--- config.mk ---
export PLATFORM = sky130hd
export DESIGN_NAME = sram_march_bist
export DESIGN_NICKNAME = d
export VERILOG_FILES = /design/src/rtl/sram_bist_pkg.sv /design/src/rtl/sram_bist_checker.sv /design/src/rtl/sram_march_bist.sv
export SDC_FILE = /design/constraint.sdc
export NUM_CORES = 1
export LEC_CHECK = 0
export ABC_CLOCK_PERIOD_IN_PS = 4130
export CORE_MARGIN = 8
export CORE_UTILIZATION = 49
export CTS_CLUSTER_DIAMETER = 80
export CTS_CLUSTER_SIZE = 25
export DETAILED_ROUTE_END_ITERATION = 10
export GPL_TIMING_DRIVEN = 0
export PLACE_DENSITY = 0.89
export SLEW_MARGIN = 20
export SYNTH_ARGS = -nofsm -noshare
export SYNTH_HDL_FRONTEND = slang
export SYNTH_SLANG_ARGS = --single-unit
--- constraint.sdc ---
create_clock -name A_CLK -period 4.13 [get_ports A_CLK]
set_clock_uncertainty 0.15 [all_clocks]
set_input_delay 0.6195 -clock A_CLK [delete_from_list [all_inputs] [get_ports A_CLK]]
set_output_delay 0.6195 -clock A_CLK [all_outputs]
set_load 0.01 [all_outputs]
--- src/rtl/sram_bist_pkg.sv ---
// Shared types and March C- element table for the SRAM BIST controller.
package sram_bist_pkg;

   typedef enum logic [1:0] {
      ST_IDLE  = 2'd0,
      ST_RUN   = 2'd1,
      ST_DRAIN = 2'd2,
      ST_DONE  = 2'd3
   } state_t;

   localparam int unsigned ELEM_CNT  = 6;
   localparam logic [2:0]  ELEM_LAST = 3'(ELEM_CNT - 1);

   // Bit e of each vector describes March element e (bits 6..7 unused).
   localparam logic [7:0] ELEM_DOWN    = 8'b0001_1000;
   localparam logic [7:0] ELEM_TWO_OP  = 8'b0001_1110;
   localparam logic [7:0] ELEM_RD_ONLY = 8'b0010_0000;
   localparam logic [7:0] ELEM_RVAL    = 8'b0001_0100;
   localparam logic [7:0] ELEM_WVAL    = 8'b0000_1010;

endpackage

--- src/rtl/sram_bist_checker.sv ---
// Two-stage read-data compare pipeline with first-fail capture and a saturating error counter.
module sram_bist_checker
   import sram_bist_pkg::*;
#(
   parameter int P_DATA_WIDTH = 24,
   parameter int P_ADDR_WIDTH = 14
) (
   input  logic                    i_clk,
   input  logic                    i_rst,
   input  logic                    i_clr,
   input  logic                    i_ren,
   input  logic                    i_exp,
   input  logic [P_ADDR_WIDTH-1:0] i_addr,
   input  logic [2:0]              i_elem,
   input  logic [P_DATA_WIDTH-1:0] i_dout,
   output logic                    o_fail,
   output logic [P_ADDR_WIDTH-1:0] o_fail_addr,
   output logic [2:0]              o_fail_elem,
   output logic [7:0]              o_err_cnt
);

   logic                    r_s1_vld;
   logic [P_DATA_WIDTH-1:0] r_s1_exp;
   logic [P_ADDR_WIDTH-1:0] r_s1_addr;
   logic [2:0]              r_s1_elem;
   logic                    r_fail;
   logic [P_ADDR_WIDTH-1:0] r_fail_addr;
   logic [2:0]              r_fail_elem;
   logic [7:0]              r_err_cnt;
   logic                    w_mis;

   assign w_mis = r_s1_vld && (i_dout != r_s1_exp);

   // Stage 1: hold the issued read's context while the SRAM returns data.
   always_ff @(posedge i_clk or posedge i_rst) begin
      if (i_rst) begin
         r_s1_vld  <= 1'b0;
         r_s1_exp  <= {P_DATA_WIDTH{1'b0}};
         r_s1_addr <= {P_ADDR_WIDTH{1'b0}};
         r_s1_elem <= 3'd0;
      end else if (i_clr) begin
         r_s1_vld  <= 1'b0;
      end else begin
         r_s1_vld  <= i_ren;
         r_s1_exp  <= {P_DATA_WIDTH{i_exp}};
         r_s1_addr <= i_addr;
         r_s1_elem <= i_elem;
      end
   end

   // Stage 2: compare and record; location is latched only on the first mismatch.
   always_ff @(posedge i_clk or posedge i_rst) begin
      if (i_rst) begin
         r_fail      <= 1'b0;
         r_fail_addr <= {P_ADDR_WIDTH{1'b0}};
         r_fail_elem <= 3'd0;
         r_err_cnt   <= 8'd0;
      end else if (i_clr) begin
         r_fail      <= 1'b0;
         r_fail_addr <= {P_ADDR_WIDTH{1'b0}};
         r_fail_elem <= 3'd0;
         r_err_cnt   <= 8'd0;
      end else if (w_mis) begin
         r_fail <= 1'b1;
         if (r_err_cnt != 8'hFF) begin
            r_err_cnt <= r_err_cnt + 8'd1;
         end
         if (!r_fail) begin
            r_fail_addr <= r_s1_addr;
            r_fail_elem <= r_s1_elem;
         end
      end
   end

   assign o_fail      = r_fail;
   assign o_fail_addr = r_fail_addr;
   assign o_fail_elem = r_fail_elem;
   assign o_err_cnt   = r_err_cnt;

endmodule

--- src/rtl/sram_march_bist.sv ---
// March C- BIST controller driving an SRAM BIST port; one SRAM operation per clock.
module sram_march_bist
   import sram_bist_pkg::*;
#(
   parameter int P_DATA_WIDTH = 24,
   parameter int P_ADDR_WIDTH = 14
) (
   input  logic                    A_CLK,
   input  logic                    A_RST,
   input  logic                    A_START,
   output logic                    A_BUSY,
   output logic                    A_DONE,
   output logic                    A_FAIL,
   output logic [P_ADDR_WIDTH-1:0] A_FAIL_ADDR,
   output logic [2:0]              A_FAIL_ELEM,
   output logic [7:0]              A_ERR_CNT,
   output logic                    A_BIST_EN,
   output logic                    A_BIST_MEN,
   output logic                    A_BIST_WEN,
   output logic                    A_BIST_REN,
   output logic [P_ADDR_WIDTH-1:0] A_BIST_ADDR,
   output logic [P_DATA_WIDTH-1:0] A_BIST_DIN,
   output logic [P_DATA_WIDTH-1:0] A_BIST_BM,
   output logic                    A_BIST_CLK,
   input  logic [P_DATA_WIDTH-1:0] A_BIST_DOUT
);

   localparam logic [P_ADDR_WIDTH-1:0] L_ADDR_ZERO = {P_ADDR_WIDTH{1'b0}};
   localparam logic [P_ADDR_WIDTH-1:0] L_ADDR_MAX  = {P_ADDR_WIDTH{1'b1}};
   localparam logic [P_ADDR_WIDTH-1:0] L_ADDR_ONE  = {{(P_ADDR_WIDTH-1){1'b0}}, 1'b1};

   state_t                  r_state;
   logic [2:0]              r_elem;
   logic [P_ADDR_WIDTH-1:0] r_addr;
   logic                    r_phase;
   logic                    r_en, r_men, r_wen, r_ren, r_exp, r_busy, r_done;
   logic [P_DATA_WIDTH-1:0] r_din, r_bm;

   logic                    w_start_acc, w_at_end, w_fin, w_issue, w_nxt_rd, w_nxt_phase;
   logic [2:0]              w_nxt_elem;
   logic [P_ADDR_WIDTH-1:0] w_nxt_addr;

   // Next-op generator: r_elem/r_addr/r_phase describe the op currently on the port.
   always_comb begin
      w_start_acc = A_START && ((r_state == ST_IDLE) || (r_state == ST_DONE));
      w_at_end    = ELEM_DOWN[r_elem] ? (r_addr == L_ADDR_ZERO) : (r_addr == L_ADDR_MAX);
      w_fin       = 1'b0;
      w_nxt_elem  = r_elem;
      w_nxt_addr  = r_addr;
      w_nxt_phase = 1'b0;
      if (w_start_acc) begin
         w_nxt_elem = 3'd0;
         w_nxt_addr = L_ADDR_ZERO;
      end else if (ELEM_TWO_OP[r_elem] && !r_phase) begin
         w_nxt_phase = 1'b1;
      end else if (w_at_end) begin
         if (r_elem == ELEM_LAST) begin
            w_fin = 1'b1;
         end else begin
            w_nxt_elem = r_elem + 3'd1;
            w_nxt_addr = ELEM_DOWN[r_elem + 3'd1] ? L_ADDR_MAX : L_ADDR_ZERO;
         end
      end else if (ELEM_DOWN[r_elem]) begin
         w_nxt_addr = r_addr - L_ADDR_ONE;
      end else begin
         w_nxt_addr = r_addr + L_ADDR_ONE;
      end
      w_nxt_rd = ELEM_TWO_OP[w_nxt_elem] ? !w_nxt_phase : ELEM_RD_ONLY[w_nxt_elem];
      w_issue  = w_start_acc || ((r_state == ST_RUN) && !w_fin);
   end

   // Control FSM; START is only honoured from IDLE or DONE.
   always_ff @(posedge A_CLK or posedge A_RST) begin
      if (A_RST) begin
         r_state <= ST_IDLE;
         r_busy  <= 1'b0;
         r_en    <= 1'b0;
         r_done  <= 1'b0;
         r_bm    <= {P_DATA_WIDTH{1'b0}};
      end else begin
         case (r_state)
            ST_IDLE, ST_DONE: begin
               if (w_start_acc) begin
                  r_state <= ST_RUN;
                  r_busy  <= 1'b1;
                  r_en    <= 1'b1;
                  r_done  <= 1'b0;
                  r_bm    <= {P_DATA_WIDTH{1'b1}};
               end
            end
            ST_RUN: begin
               if (w_fin) begin
                  r_state <= ST_DRAIN;
               end
            end
            ST_DRAIN: begin
               r_state <= ST_DONE;
               r_busy  <= 1'b0;
               r_en    <= 1'b0;
               r_done  <= 1'b1;
            end
            default: begin
               r_state <= ST_IDLE;
               r_busy  <= 1'b0;
               r_en    <= 1'b0;
               r_done  <= 1'b0;
            end
         endcase
      end
   end

   // Op register: loads the next March op, otherwise parks the port idle.
   always_ff @(posedge A_CLK or posedge A_RST) begin
      if (A_RST) begin
         r_elem  <= 3'd0;
         r_addr  <= L_ADDR_ZERO;
         r_phase <= 1'b0;
         r_men   <= 1'b0;
         r_wen   <= 1'b0;
         r_ren   <= 1'b0;
         r_exp   <= 1'b0;
         r_din   <= {P_DATA_WIDTH{1'b0}};
      end else if (w_issue) begin
         r_elem  <= w_nxt_elem;
         r_addr  <= w_nxt_addr;
         r_phase <= w_nxt_phase;
         r_men   <= 1'b1;
         r_wen   <= !w_nxt_rd;
         r_ren   <= w_nxt_rd;
         r_exp   <= ELEM_RVAL[w_nxt_elem];
         r_din   <= {P_DATA_WIDTH{ELEM_WVAL[w_nxt_elem]}};
      end else begin
         r_men   <= 1'b0;
         r_wen   <= 1'b0;
         r_ren   <= 1'b0;
      end
   end

   sram_bist_checker #(
      .P_DATA_WIDTH (P_DATA_WIDTH),
      .P_ADDR_WIDTH (P_ADDR_WIDTH)
   ) u_checker (
      .i_clk       (A_CLK),
      .i_rst       (A_RST),
      .i_clr       (w_start_acc),
      .i_ren       (r_ren),
      .i_exp       (r_exp),
      .i_addr      (r_addr),
      .i_elem      (r_elem),
      .i_dout      (A_BIST_DOUT),
      .o_fail      (A_FAIL),
      .o_fail_addr (A_FAIL_ADDR),
      .o_fail_elem (A_FAIL_ELEM),
      .o_err_cnt   (A_ERR_CNT)
   );

   assign A_BUSY      = r_busy;
   assign A_DONE      = r_done;
   assign A_BIST_EN   = r_en;
   assign A_BIST_MEN  = r_men;
   assign A_BIST_WEN  = r_wen;
   assign A_BIST_REN  = r_ren;
   assign A_BIST_ADDR = r_addr;
   assign A_BIST_DIN  = r_din;
   assign A_BIST_BM   = r_bm;
   assign A_BIST_CLK  = A_CLK;

endmodule

# ---- After elaboration in Yosys (flattened, before gate mapping)
# Memories as Yosys holds them, arrays and structs flattened. A register that Yosys moved wholly into a read port is not among the register bits.
# Index checks and enable logic that the tools add are counted.
dict set report word_totals {
  mem_bits_ro 56
  ff_bits 71
  output_inout_bits 95
  input_bits 27
  mem_count 7
}
dict set report op_classes {
  order_cmp 3
  n_addsub 4
  eq_ne 12
  muxes 45
  n_reduce_logical 22
}
# name words width rd rd_clocked_by_memory_dff wr line
set memory_table {}
lappend memory_table {{(name not given)} 8 1 1 1 0 sram_march_bist.sv:131} ;# r_din <= {P_DATA_WIDTH{ELEM_WVAL[w_nxt_elem]}};
lappend memory_table {{(name not given)} 8 1 1 1 0 sram_march_bist.sv:130} ;# r_exp <= ELEM_RVAL[w_nxt_elem];
lappend memory_table {{(name not given)} 8 1 1 0 0 sram_march_bist.sv:68} ;# w_nxt_rd = ELEM_TWO_OP[w_nxt_elem] ? !w_nxt_phase : ELEM_RD_ONLY[w_nxt_elem];
lappend memory_table {{(name not given)} 8 1 1 0 0 sram_march_bist.sv:68}
lappend memory_table {{(name not given)} 8 1 1 0 0 sram_march_bist.sv:63} ;# end else if (ELEM_DOWN[r_elem]) begin
lappend memory_table {{(name not given)} 8 1 1 0 0 sram_march_bist.sv:61} ;# w_nxt_addr = ELEM_DOWN[r_elem + 3'd1] ? L_ADDR_MAX : L_ADDR_ZERO;
lappend memory_table {{1 more memories} n/a n/a n/a n/a n/a n/a}
# op n
set op_table {}
lappend op_table {{two-way mux 14 bit} 9}
lappend op_table {{two-way mux 8 bit} 3}
lappend op_table {{!= test 24 bit} 1}
lappend op_table {{two-way mux 1 bit} 21}
lappend op_table {{two-way mux 3 bit} 7}
lappend op_table {{adder 14 x 1 -> 14 bit, second input constant} 1}
lappend op_table {{== test 14 bit, second input constant} 1}
lappend op_table {{zero test 14 bit} 1}
lappend op_table {{subtractor 14 x 1 -> 14 bit, second input constant} 1}
lappend op_table {{< comparator 3 x 4 -> 1 bit, second input constant} 3}
lappend op_table {{AND reduction 2 bit} 5}
lappend op_table {{adder 8 x 1 -> 8 bit, second input constant} 1}
lappend op_table {{!= test 8 bit, second input constant} 1}
lappend op_table {{!= test 2 x 1 -> 1 bit, second input constant} 3}
lappend op_table {{one-hot mux 2 bit (3 select lines)} 1}
lappend op_table {{nonzero test 2 bit} 3}
lappend op_table {{== test 2 bit, second input constant} 2}
lappend op_table {{logical AND 1 bit} 4}
lappend op_table {{zero test 1 bit} 4}
lappend op_table {{two-way mux 2 bit} 2}
lappend op_table {{one-hot mux 1 bit (2 select lines)} 2}
lappend op_table {{adder 3 x 1 -> 3 bit, second input constant} 1}
lappend op_table {{== test 3 bit, second input constant} 1}
lappend op_table {{!= test 3 x 2 -> 1 bit, second input constant} 1}
lappend op_table {{other kinds (6)} 7}

# ---- Depth between registers and ports, before layout
dict set report depth {
  ltp_word 11
  mapped_depth 11
  depth_no_buf 11
}

# ---- By module
# Synthesis repeated with hierarchy kept, for this count alone.
dict set report hier_totals {
  cells_unflattened 457
  area_unflattened_um2 4530.6
}
# module area_per_inst_um2 cells_each seq_area_each_um2 instances
set modules_own_cells {}
lappend modules_own_cells {sram_march_bist 2553.7 297 700.7 1}
lappend modules_own_cells {sram_bist_checker 1976.9 160 1126.1 1}

==> results by group <==
Logic synthesis
  • Syn_area_per_cell: 9.008 µm²
  • Area contributors post-synth: dfrtp_1 42%, buf_4 8.3%, nand2_1 7.0%
  • Area fraction of the dominant cell type after synthesis: 0.4207
  • Mapped Nets: 531
  • Most used DFF post-synth: dfrtp_1
  • Area of the mapped netlist: 4342 µm²
  • Count of flip-flops with a built-in enable after synthesis: 0
  • Synthesis-stage register bit count: 73
  • Synth area leader: dfrtp_1
  • Library cells used by synthesis: 50
  • Sequential area share after synthesis: 0.4207
  • FFs w/ async S/R, synth: 1.000
  • Post-Syn Instances: 482
  • Syn. warnings: 0

Layout
  • P&R area growth vs syn: 36.60%
  • Share of cells above drive strength 1: 0.1268
  • Antenna fix cells: 0
  • Layout Utilization: 0.6834
  • Final #Nets: 667
  • Number of fill cells: 640

Place
  • Setup WS pre-CTS: 0.2756 ns
  • DP Wirelength: 8762 µm
  • Gpl congestion: 0.8707
  • IO buf count: 121

Status
  • Status: complete, no violations

STA
  • TNS Setup: 0 ns
  • Hold violation count in the final report: 0
  • RSZ-0062 raised after global routing: false
  • Ratio of final minimum period to clock period: 0.9516
  • Tmin final: 3.930 ns
  • Worst rel slew slack: 0.4600
  • Final Max Tran Viols: 0
  • Worst setup margin: 0.2000 ns
  • Max Clock Freq: 254.5 MHz
  • # setup viols final: 0
  • Worst-margin pin slew: 0.8071 ns

Clocking
  • Clk pin slew, worst setup/hold paths: 0.08 ns
  • Post-CTS Resized: 0
  • Setup Buffers After CTS: 0
  • CTS tree: done
  • Worst-Skew Late Latency: 0.46 ns
  • # hold bufs at CTS: 0

Setup path
  • Worst reg2reg path depth: 11
  • Crit path capture type: flop
  • R2r startpoint: r_elem[0]
  • Setup crit start kind: flop
  • Slowest CP cell: dfrtp_1
  • Worst endpoint required time: 4.30 ns
  • Levels on crit path: 11
  • Crit path from: r_elem[0]
  • Delay-heaviest family, CP: compound AO/OA/AOI/OAI gates
  • CP cell instances: inv_1 -> ha_1 -> mux2_2 -> ha_1 -> a21o_1 -> a221oi_2 -> o21ai_0 -> or4_1 -> a311oi_1 -> xnor2_1 -> o211ai_1
  • Worst EP arrival: 4.10 ns
  • Critical Setup Path Class: reg -> reg
  • Cell with the most instances on the worst path: ha_1
  • CP max stage delay: 0.50 ns
  • CP bufs+invs: 1
  • Crit-path max FO: 16
  • Setup slack, reg-to-reg: 0.20 ns
  • Worst reg2reg path endpoint: A_BIST_ADDR[13]

Die
  • Die X: 110.1 µm
  • IO Count: 122
  • Vert. Die Dim: 110.1 µm
  • Die area: 12,130 µm²
  • Starting density of the core: 0.5003
  • Total core area: 8678 µm²
  • Row cnt: 34

Route
  • Routed Antenna Nets: 0
  • Initial DRC count: 300
  • Avg Vias per Cell: 5.389
  • Max Used Layer: met4
  • Routed vias: 3,939
  • DRT met1 WL: 4437 µm
  • Drt first pass iters: 4
  • Detailed Route WL: 11,670 µm
  • WL/cell: 15.96 µm
  • # DRC: 0
  • DR WL met2: 6095 µm
  • Met3 routed WL: 903 µm

Hold path
  • Worst hold path class: in -> async

Power and ir drop
  • Leakage power: 2.735 nW
  • Total power: 1.373 mW
  • Maximum VDD drop: 0.2294 mV
  • Pwr dens: 231.6 nW/µm²

Global routing
  • First-pass GRT wire length: 18,890 µm
  • Total GRT Usage: 0.1996
  • Antenna violations before repair: 0
  • Grt ovf: 0
  • Largest net degree at the start of global routing: 62
  • Vias in the first global route: 3,894

Job
  • Max-cap violations: 0
power breakdown:
| part | switching [mW] | internal, mW |
|---|---|---|
| sequential | 0 | 0.714 |
| combinational | 0.0231 | 0.0269 |
| clock | 0.301 | 0.308 |
placed cells by master (no fill, tap or decap), types with 9 or more instances in the layout:
master / Yosys / routed
clkbuf_1: 10 / 11
inv_1: 16 / 15
clkdlybuf4s50_1: 0 / 121
xnor2_1: 9 / 9
nand3_1: 13 / 13
o21ai_0: 24 / 24
clkbuf_8: 0 / 12
buf_4: 48 / 48
nand4_1: 11 / 11
a21oi_1: 15 / 15
ha_1: 21 / 21
nand2_1: 81 / 81
dfrtp_1: 73 / 73
mux2i_1: 23 / 23
nor2_1: 53 / 53
worst reg2reg max path: cells and delay by family (launching register included):
family          cells  cell delay (ns)
xor+xnor            1             0.18
fa+ha+maj           2             0.64
simple gates        1             0.44
compound gates      5             1.27
buf+inv             1             0.16
mux                 1             0.45
flops               1             0.50
per-layer routing:
| metal | GRT usage | up-vias |
|---|---|---|
| li1 | - | 1883 |
| met1 | 0.2222 | 1896 |
| met2 | 0.3455 | 134 |
| met3 | 0.05988 | 26 |
| met4 | 0.08944 | 0 |
| met5 | 0 | - |
cell families (layout without fill, tap and decap cells):
family	after synthesis	count (layout)	share of synthesized area
AO/OA/AOI/OAI	75	75	0.1147
XOR/XNOR	16	16	0.03228
adder cells (fa/ha/maj)	22	22	0.06513
buffers and inverters	79	220	0.1107
flip-flops	73	73	0.4207
multiplexers	25	25	0.06081
AND/OR/NAND/NOR	192	192	0.1957
how the worst max path moves through the flow:
stage                 endpoint  slack [ns]
6_report       A_BIST_ADDR[13]        0.20
5_1_grt        A_BIST_ADDR[13]      0.0002
4_1_cts        A_BIST_ADDR[13]        0.21
3_5_place_dp   A_BIST_ADDR[13]        0.28
3_3_place_gp   A_BIST_ADDR[13]        0.40
2_1_floorplan  A_BIST_ADDR[13]        0.74
registers in the layout (all words and copies together), names as in the netlist, 2 cells and up:
signal                 count
A_BIST_ADDR               14
u_checker.o_fail_addr     14
u_checker.r_s1_addr       14
u_checker.o_err_cnt        8
r_elem                     3
u_checker.o_fail_elem      3
u_checker.r_s1_elem        3
r_state                    2
synth_stat cells, drive strengths merged, types with 3 or more instances:
cell type	instances
a31oi	7
clkbuf	10
inv	16
dfrtp	73
a21oi	15
xor2	7
ha	21
and3	4
o21ai	25
mux2i	24
or4	3
buf	53
nor2	53
xnor2	9
nand3	13
nand4	11
a21o	3
and2	4
a311oi	4
o211ai	4
or3	4
nor4	6
nor3	7
nand2	82
layout make-up:
type | instances | area, µm² | share of cell area
multi-input cells | 330 | 2034 | 0.3430
clock buffers | 14 | 178.9 | 0.03017
plain buffers | 63 | 420.4 | 0.07089
flip-flops and latches | 73 | 1827 | 0.3080
repair buffers | 121 | 1229 | 0.2072
clock inverters | 6 | 43.79 | 0.007384
well taps | 108 | 135.1 | 0.02278
inverters | 16 | 62.56 | 0.01055
per-stage QoR:
step | area (µm²) | cells | hold WS [ns]
2_1_floorplan | 4342 | 482 | 0.2885
3_3_place_gp | 5688 | 711 | 0.3021
3_5_place_dp | 5718 | 712 | 0.3064
4_1_cts | 5931 | 731 | 0.2630
5_1_grt | 5931 | 731 | 0.2746
6_report | 5931 | 731 | 0.2741
(Power assumes the default switching activity.)
